[src/rtl/apb_seq_pkg.sv]
// Shared types for the APB command sequencer: FSM states, command and response records.
package apb_seq_pkg;

    localparam int CMD_ADDR_W = 32;
    localparam int CMD_DATA_W = 32;

    typedef enum logic [1:0] {IDLE, ISSUE, RESP} state_t;

    typedef struct packed {
        logic                  write;
        logic [CMD_ADDR_W-1:0] addr;
        logic [CMD_DATA_W-1:0] wdata;
    } cmd_t;

    typedef struct packed {
        logic                  write;
        logic [CMD_DATA_W-1:0] rdata;
        logic                  err;
        logic                  timeout;
    } rsp_t;

    // An APB access finishes in the access phase once the slave is ready.
    function automatic logic apb_done(input logic sel, input logic enable, input logic ready);
        return sel && enable && ready;
    endfunction

endpackage

[src/rtl/apb_cmd_fifo.sv]
// Synchronous command FIFO; wrap bit on each pointer separates full from empty.
module apb_cmd_fifo
    import apb_seq_pkg::*;
#(
    parameter int DEPTH = 4
) (
    input  logic                     clk,
    input  logic                     rst,
    input  logic                     push,
    input  cmd_t                     push_data,
    input  logic                     pop,
    output cmd_t                     pop_data,
    output logic                     full,
    output logic                     empty,
    output logic [$clog2(DEPTH):0]   count
);

    localparam int AW = $clog2(DEPTH);

    cmd_t        mem [DEPTH];
    logic [AW:0] wr_ptr;
    logic [AW:0] rd_ptr;

    assign empty    = (wr_ptr == rd_ptr);
    assign full     = (wr_ptr[AW] != rd_ptr[AW]) && (wr_ptr[AW-1:0] == rd_ptr[AW-1:0]);
    assign count    = wr_ptr - rd_ptr;
    assign pop_data = mem[rd_ptr[AW-1:0]];

    always_ff @(posedge clk or posedge rst) begin
        if (rst) begin
            wr_ptr <= '0;
            rd_ptr <= '0;
        end else begin
            if (push && !full)
                wr_ptr <= wr_ptr + (AW+1)'(1);
            if (pop && !empty)
                rd_ptr <= rd_ptr + (AW+1)'(1);
        end
    end

    // Storage is pure data; validity is carried entirely by the pointers.
    always_ff @(posedge clk) begin
        if (push && !full)
            mem[wr_ptr[AW-1:0]] <= push_data;
    end

endmodule

[src/rtl/apb_cmd_sequencer.sv]
// Buffers read/write commands and issues them to apb_top one at a time, with a
// watchdog that turns a hung transfer into an error response.
module apb_cmd_sequencer
    import apb_seq_pkg::*;
#(
    parameter int FIFO_DEPTH = 4,
    parameter int TIMEOUT    = 16,
    parameter int ADDR_W     = CMD_ADDR_W,
    parameter int DATA_W     = CMD_DATA_W
) (
    input  logic              PCLK,
    input  logic              PRESET,
    input  logic              cmd_valid,
    output logic              cmd_ready,
    input  logic              cmd_write,
    input  logic [ADDR_W-1:0] cmd_addr,
    input  logic [DATA_W-1:0] cmd_wdata,
    output logic              rsp_valid,
    input  logic              rsp_ready,
    output logic              rsp_write,
    output logic [DATA_W-1:0] rsp_rdata,
    output logic              rsp_err,
    output logic              rsp_timeout,
    output logic              TRANSFER,
    output logic              write,
    output logic              read,
    output logic [ADDR_W-1:0] apb_write_address,
    output logic [DATA_W-1:0] apb_write_data,
    output logic [ADDR_W-1:0] apb_read_address,
    input  logic              psel1,
    input  logic              PENABLE,
    input  logic              pready1,
    input  logic              PSLVERR,
    input  logic [DATA_W-1:0] apb_read_out
);

    localparam int WD_W = $clog2(TIMEOUT);
    localparam logic [WD_W-1:0] WD_LAST = WD_W'(TIMEOUT - 1);

    state_t    state;
    logic [WD_W-1:0] wdog;
    rsp_t      rsp_q;
    cmd_t      cmd_in;
    cmd_t      head;
    logic      fifo_full;
    logic      fifo_empty;
    logic      fifo_pop;
    logic      done;
    logic [$clog2(FIFO_DEPTH):0] fifo_count_unused;

    // Record widths come from the package, so ADDR_W/DATA_W must match it.
    assign cmd_in    = '{write: cmd_write, addr: cmd_addr, wdata: cmd_wdata};
    assign cmd_ready = !fifo_full;
    assign fifo_pop  = (state == IDLE) && !fifo_empty;
    assign done      = apb_done(psel1, PENABLE, pready1);

    assign rsp_write   = rsp_q.write;
    assign rsp_rdata   = rsp_q.rdata;
    assign rsp_err     = rsp_q.err;
    assign rsp_timeout = rsp_q.timeout;

    apb_cmd_fifo #(.DEPTH(FIFO_DEPTH)) u_fifo (
        .clk       (PCLK),
        .rst       (PRESET),
        .push      (cmd_valid),
        .push_data (cmd_in),
        .pop       (fifo_pop),
        .pop_data  (head),
        .full      (fifo_full),
        .empty     (fifo_empty),
        .count     (fifo_count_unused)
    );

    always_ff @(posedge PCLK or posedge PRESET) begin
        if (PRESET) begin
            state             <= IDLE;
            wdog              <= '0;
            TRANSFER          <= 1'b0;
            write             <= 1'b0;
            read              <= 1'b0;
            apb_write_address <= '0;
            apb_write_data    <= '0;
            apb_read_address  <= '0;
            rsp_valid         <= 1'b0;
            rsp_q             <= '0;
        end else begin
            case (state)
                IDLE: begin
                    if (!fifo_empty) begin
                        TRANSFER          <= 1'b1;
                        write             <= head.write;
                        read              <= !head.write;
                        apb_write_address <= head.write ? head.addr  : '0;
                        apb_write_data    <= head.write ? head.wdata : '0;
                        apb_read_address  <= head.write ? '0 : head.addr;
                        wdog              <= '0;
                        state             <= ISSUE;
                    end
                end
                ISSUE: begin
                    // Completion takes priority over a simultaneous watchdog expiry.
                    if (done || wdog == WD_LAST) begin
                        rsp_q.write       <= write;
                        rsp_q.rdata       <= (done && read) ? apb_read_out : '0;
                        rsp_q.err         <= done ? PSLVERR : 1'b1;
                        rsp_q.timeout     <= !done;
                        rsp_valid         <= 1'b1;
                        TRANSFER          <= 1'b0;
                        write             <= 1'b0;
                        read              <= 1'b0;
                        apb_write_address <= '0;
                        apb_write_data    <= '0;
                        apb_read_address  <= '0;
                        state             <= RESP;
                    end else begin
                        wdog <= wdog + WD_W'(1);
                    end
                end
                RESP: begin
                    if (rsp_ready) begin
                        rsp_valid <= 1'b0;
                        state     <= IDLE;
                    end
                end
                default: state <= IDLE;
            endcase
        end
    end

endmodule
[config.mk]
export PLATFORM = sky130hd
export DESIGN_NAME = apb_cmd_sequencer
export DESIGN_NICKNAME = d
export VERILOG_FILES = /design/src/rtl/apb_seq_pkg.sv /design/src/rtl/apb_cmd_fifo.sv /design/src/rtl/apb_cmd_sequencer.sv
export SDC_FILE = /design/constraint.sdc
export NUM_CORES = 1
export LEC_CHECK = 0
export CORE_MARGIN = 2
export CORE_UTILIZATION = 63
export DETAILED_ROUTE_END_ITERATION = 8
export DONT_BUFFER_PORTS = 1
export HOLD_SLACK_MARGIN = 0.06
export MAX_ROUTING_LAYER = met4
export PLACE_DENSITY = 0.79
export SLEW_MARGIN = 40
export SYNTH_ARGS = -nofsm -noshare
export SYNTH_HDL_FRONTEND = slang
export SYNTH_SLANG_ARGS = --single-unit
export TNS_END_PERCENT = 100
[constraint.sdc]
create_clock -name PCLK -period 4.85 [get_ports PCLK]
set_input_delay 0.485 -clock PCLK [delete_from_list [all_inputs] [get_ports PCLK]]
set_output_delay 0.485 -clock PCLK [all_outputs]
set_load 0.005 [all_outputs]
== Yosys cells after proc, flatten, opt, wreduce, memory -nomap -nowiden ==
Memories as Yosys holds them, arrays and structs flattened.
Cells that the tools add are included.

* Add/subtract/negate cells: 3
* Eq/ne operators: 10
* Muxes and demuxes: 31
* Reduce and logical (&&, ||, !) cells: 20

{| class="wikitable"
|+ Operator list
! cell !! count
|-
| $mux W32 || 8
|-
| $pmux W32 S2 || 3
|-
| $reduce_and A3 Y1 || 4
|-
| $mux W1 || 9
|-
| $mux W4 || 2
|-
| $ne A2 B2 Y1 const B || 4
|-
| $pmux W1 S2 || 4
|-
| $pmux W4 S2 || 1
|-
| $logic_and A1 B1 Y1 || 7
|-
| $add A3 B1 Y3 const B || 2
|-
| $mux W2 || 3
|-
| $pmux W2 S3 || 1
|-
| $add A4 B1 Y4 const B || 1
|-
| $eq A4 B4 Y1 const B || 1
|-
| $logic_not A1 Y1 || 4
|-
| $reduce_bool A2 Y1 || 2
|-
| $eq A3 B3 Y1 || 1
|-
| $eq A2 B1 Y1 const B || 1
|-
| $eq A2 B2 Y1 || 1
|-
| $eq A2 B2 Y1 const B || 1
|-
| $logic_not A2 Y1 || 1
|-
| $reduce_and A2 Y1 || 1
|-
| $logic_or A1 B1 Y1 || 1
|-
| $ne A1 B1 Y1 || 1
|}

* Flip-flop bits (word level): 147
* RAM bits: 260
* Bits of input ports: 105
* Output and inout bits: 136
* Logic and storage cells: 80
* Memories kept: 1

{| class="wikitable"
|+ Memories
! name !! words !! bits a word !! rd ports !! clocked after memory_dff !! write ports !! RTL line !! text
|-
| u_fifo.mem || 4 || 65 || 1 || 0 || 1 || apb_cmd_fifo.sv:20 || <nowiki>cmd_t mem [DEPTH];</nowiki>
|}

== Depth between registers and ports, before layout ==
* Depth in word-level cells: 6
* Gate-level depth with buffers: 8
* Depth with buffers taken out: 5

== Hierarchy ==
Synthesis repeated with hierarchy kept, for this count alone.

* Cells, all modules: 1012
* Area total of the unflattened synthesis: 15791.4 µm²

{| class="wikitable"
|+ By module, submodules not included
! module !! instances !! cells each !! area each (µm²) !! sequential area each (µm²)
|-
| apb_cmd_fifo || 1 || 385 || 9836.9 || 7957.6
|-
| apb_cmd_sequencer || 1 || 627 || 5954.5 || 3528.4
|}

== Worst setup path after synthesis ==
Ideal clock, no wire load.

* Path type: register to register
* From: register u_fifo.rd_ptr[0]
* To: memory u_fifo.mem[3][0] (netlist bit) (enable)
* Library setup time: 431 ps
* Arrival time: 2767 ps
* Required time: 4419 ps
* Slack: 1652 ps
* Cell stages (with the launch flop): 6
* Buffers on the path: 2
* Period minus slack after synthesis: 3198 ps
* Path through: dfrtp_1 buf_4 buf_6 xnor2_1 a31oi_1 and2_1

* Cells in the longest elaborated chain, start to end: 6

{| class="wikitable"
|+ RTL lines
! what !! RTL line !! text
|-
| from (decl) || apb_cmd_fifo.sv:22 || <nowiki>logic [AW:0] rd_ptr;</nowiki>
|-
| from (signal assigned) || apb_cmd_fifo.sv:37 || <nowiki>rd_ptr <= rd_ptr + (AW+1)'(1);</nowiki>
|-
| $eq A2 B2 Y1 || apb_cmd_fifo.sv:25 || <nowiki>assign full = (wr_ptr[AW] != rd_ptr[AW]) && (wr_ptr[AW-1:0] == rd_ptr[AW-1:0]);</nowiki>
|-
| $logic_and A1 B1 Y1 || apb_cmd_fifo.sv:25 ||
|-
| $logic_not A1 Y1 || apb_cmd_fifo.sv:43 || <nowiki>if (push && !full)</nowiki>
|-
| $logic_and A1 B1 Y1 || apb_cmd_fifo.sv:43 ||
|-
| $mux W1 || apb_cmd_fifo.sv:43 ||
|-
| $mux W1 (implied by the code) || apb_cmd_fifo.sv:44 || <nowiki>mem[wr_ptr[AW-1:0]] <= push_data;</nowiki>
|-
| to (decl) || apb_cmd_fifo.sv:20 ||
|}

Every way passes these cells.

== Worst setup path after layout ==
* From: register u_fifo.rd_ptr[0]
* To: memory u_fifo.mem[3][56] (netlist bit) (enable)

The elaborated chain is that of the path after synthesis.

==> impl_metrics.yaml <==
synthesis:
  synth_most_common_cell: "edfxtp_1"
  ys.flop_type: "edfxtp_1"
  yosysTopAreaCellShare_pct: 49.97
  syn-num-nets: 1118
  synth-edff-count: 260
  netlist_instances: 1007
  yosysSeqAreaShare_pct: 73.51
  synth_seq_cells: 407
  synthArstFlopShare_pct: 36.12
  synth_area_per_cell_um2: 15.52
  syn_area_um2: 15620
  synth_commonest_cells: "260 x edfxtp_1, 169 x nand2_1, 147 x dfrtp_1"
  synth.top_cells.by_area: "edfxtp_1 50%, dfrtp_1 24%, mux4_2 9.2%, nand2_1 4.1%, nand3_1 3.2%"
  synth_warnings: 0
  synth_area_leader_cell: "edfxtp_1"
  synth_cell_types: 40
power_and_ir_drop:
  peakVddDrop_mv: 0.4470
  power.density_nw_per_um2: 621.1
  leakage_nw: 6.598
critical_path:
  required_ns: 5.05
  path_max_fanout: 36
  cp_cell_sequence: "xnor2_1 > a31oi_1 > and2_4 > buf_12"
  worstPathArrival_ns: 2.96
  cp_slowest_stage_delay_ns: 0.81
  worst_path_max_delay_cell: "dfrtp_4"
  rrSetupSlack_ns: 2.10
  critPathCaptureType: "flop"
  crit_type: "flop to flop"
  cp-start-kind: "flop"
floorplan:
  num_io_pins: 241
  core_um2: 24320
  row_count: 57
  dieArea_um2: 26080
  die_width_um: 161.5
  start_util_pct: 64.25
  die_h_um: 161.5
timing:
  final_hold_viol_count: 0
  fin_skew_ns: 0.01111
  setup_slack_ns: 2.097
  fmax_mhz: 363.2
  drv_slew: 0
  worst_pin_slew_ns: 0.7968
  hold_slack_ns: 0.1088
  finalSetupViolations: 0
  min_period_ns: 2.753
  max-slew-margin-rel_pct: 46.88
  rsz0062_at_grt: "no"
  period_share_pct: 56.77
  fin_tns_setup_ns: 0
global_routing:
  gr-total-overflow: 0
  antenna_found_initial: 4
  grt_pass1_wl_um: 49870
  grt_pass1_vias: 8839
  grt_max_degree: 200
  grt_util_all_layers_pct: 25.64
placed_design:
  dp_cells: 1273
  dpl_cell_area_um2: 15870
  routabilityCongestion: 0.7301
  pre_cts_ws_ns: 1.888
  port_buffers: 0
  hpwl_um: 18860
detailed_routing:
  wl_um: 31530
  via_count: 8554
  dr.pass1.iters: 6
  drc: 0
  drtIter0Drc: 842
  antenna_left: 0
  wl_per_cell_um: 22.22
  vias_per_cell: 6.028
clocking:
  cts_resized: 0
  h-tree-depth: 2
  clk_latency_ns: 0.52
  cts_made_buffers: 40
  root_buffer: "clkbuf_16"
  clock-sinks: 407
  clockBufferDepth: 3
  clk_pin_slew_ns: 0.06
  cts_tree: "yes"
cells_and_area:
  final_design_area_no_fill_um2: 17950
  layout.nets: 1169
  n_fill_cell: 1429
  area_delta_synth_final_pct: 14.90
  fin_cells: 1419
  drive_gt1_share_pct: 13.85
run_status:
  outcome: "complete, no violations"
worst_hold_path:
  hold_class: "primary input to flop"
flow_run:
  maxCapViolCount: 0
critical path: cells and delay by family (launching register included):
| family | cells | cell delay (ns) |
|---|---|---|
| AOI/OAI and AO/OA | 1 | 0.52 |
| buffers and inverters | 1 | 0.30 |
| and+or+nand+nor | 1 | 0.62 |
| DFF | 1 | 0.81 |
| xor gates and xnor gates | 1 | 0.16 |
cells by family (layout without fill, tap and decap cells):
logic type	after synthesis	after routing	synth area share [%]
simple gates	287	287	7.912
buf+inv	78	161	2.683
compound gates	149	149	5.117
fa+ha+maj	6	6	0.4804
flops	407	407	73.51
other cells	0	5	0
mux	71	71	9.697
xor+xnor	9	9	0.6006
layer usage:
layer,global-route usage (%),vias up,wire length (um)
li1,-,3839,-
met1,32.89,4300,12470
met2,40.91,345,15640
met3,6.497,70,2527
met4,8.320,0,893
met5,-,-,0
where the power goes:
| part | leakage (nW) | total, mW | switching (mW) | internal (mW) |
|---|---|---|---|---|
| registers | 4.33 | 5.12 | 0.534 | 4.58 |
| logic | 1.59 | 2.81 | 1.67 | 1.13 |
| clock network | 0.674 | 3.23 | 1.24 | 1.98 |
| total | 6.60 | 11.2 | 3.45 | 7.70 |
metrics by stage:
stage | utilization (%) | power, mW
3_3_place_gp | 64.81 | 7.756
4_1_cts | 73.73 | 11.23
3_5_place_dp | 65.25 | 7.937
6_report | 73.82 | 11.15
5_1_grt | 73.81 | 11.73
2_1_floorplan | - | 7.218
worst paths after layout:
check | from | endpoint | cells after the start
setup reg to reg | u_fifo.rd_ptr[0]$_DFFE_PP0P_ | u_fifo.mem[3][56]$_DFFE_PP_ | 4
hold reg to reg | rsp_rdata[0]$_DFFE_PP0P_ | rsp_rdata[0]$_DFFE_PP0P_ | 2
min in group asynchronous | PRESET | apb_read_address[10]$_DFFE_PP0P_ | 2
hold / removal | apb_read_out[2] | rsp_rdata[2]$_DFFE_PP0P_ | 2
max in group asynchronous | PRESET | apb_write_data[11]$_DFFE_PP0P_ | 3
setup / recovery | u_fifo.rd_ptr[0]$_DFFE_PP0P_ | u_fifo.mem[3][56]$_DFFE_PP_ | 4
flip-flops by register name (all words and copies together), names as in the netlist, 2 cells and up:
register,count
apb_read_address,32
apb_write_address,32
apb_write_data,32
rsp_rdata,32
state,2
u_fifo.mem,260
u_fifo.rd_ptr,3
u_fifo.wr_ptr,3
wdog,4
placed cells by master, fill, tap and decap left out, types with 4 or more instances in the layout:
master / count
clkbuf_16: 43
dfrtp_1: 145
clkbuf_1: 16
inv_1: 6
and2_4: 4
nand3_1: 101
diode_2: 5
ha_1: 6
o21ai_0: 99
xnor2_1: 4
o21ai_1: 33
mux4_2: 64
buf_12: 6
bufinv_16: 6
edfxtp_1: 260
dlygate4sd3_1: 67
nor2_1: 4
buf_4: 4
nand2_1: 169
repair_timing:
action	CTS	global route
hold buffers	67	0
hold endpoints to repair	362	0
setup endpoints to repair	0	0
setup buffers	0	0
area by class of cell:
cell class / instances / area, um^2 / area share [%]
Clock inverter: 13 / 227.7 / 1.268
Timing Repair Buffer: 80 / 854.6 / 4.760
Tap cell: 324 / 405.4 / 2.258
Clock buffer: 61 / 1164 / 6.481
Inverter: 7 / 33.78 / 0.1882
Sequential cell: 407 / 11490 / 64.02
Antenna cell: 5 / 12.51 / 0.06969
Multi-Input combinational cell: 522 / 3762 / 20.96
No activity file was read; power rests on OpenSTA's default activity.
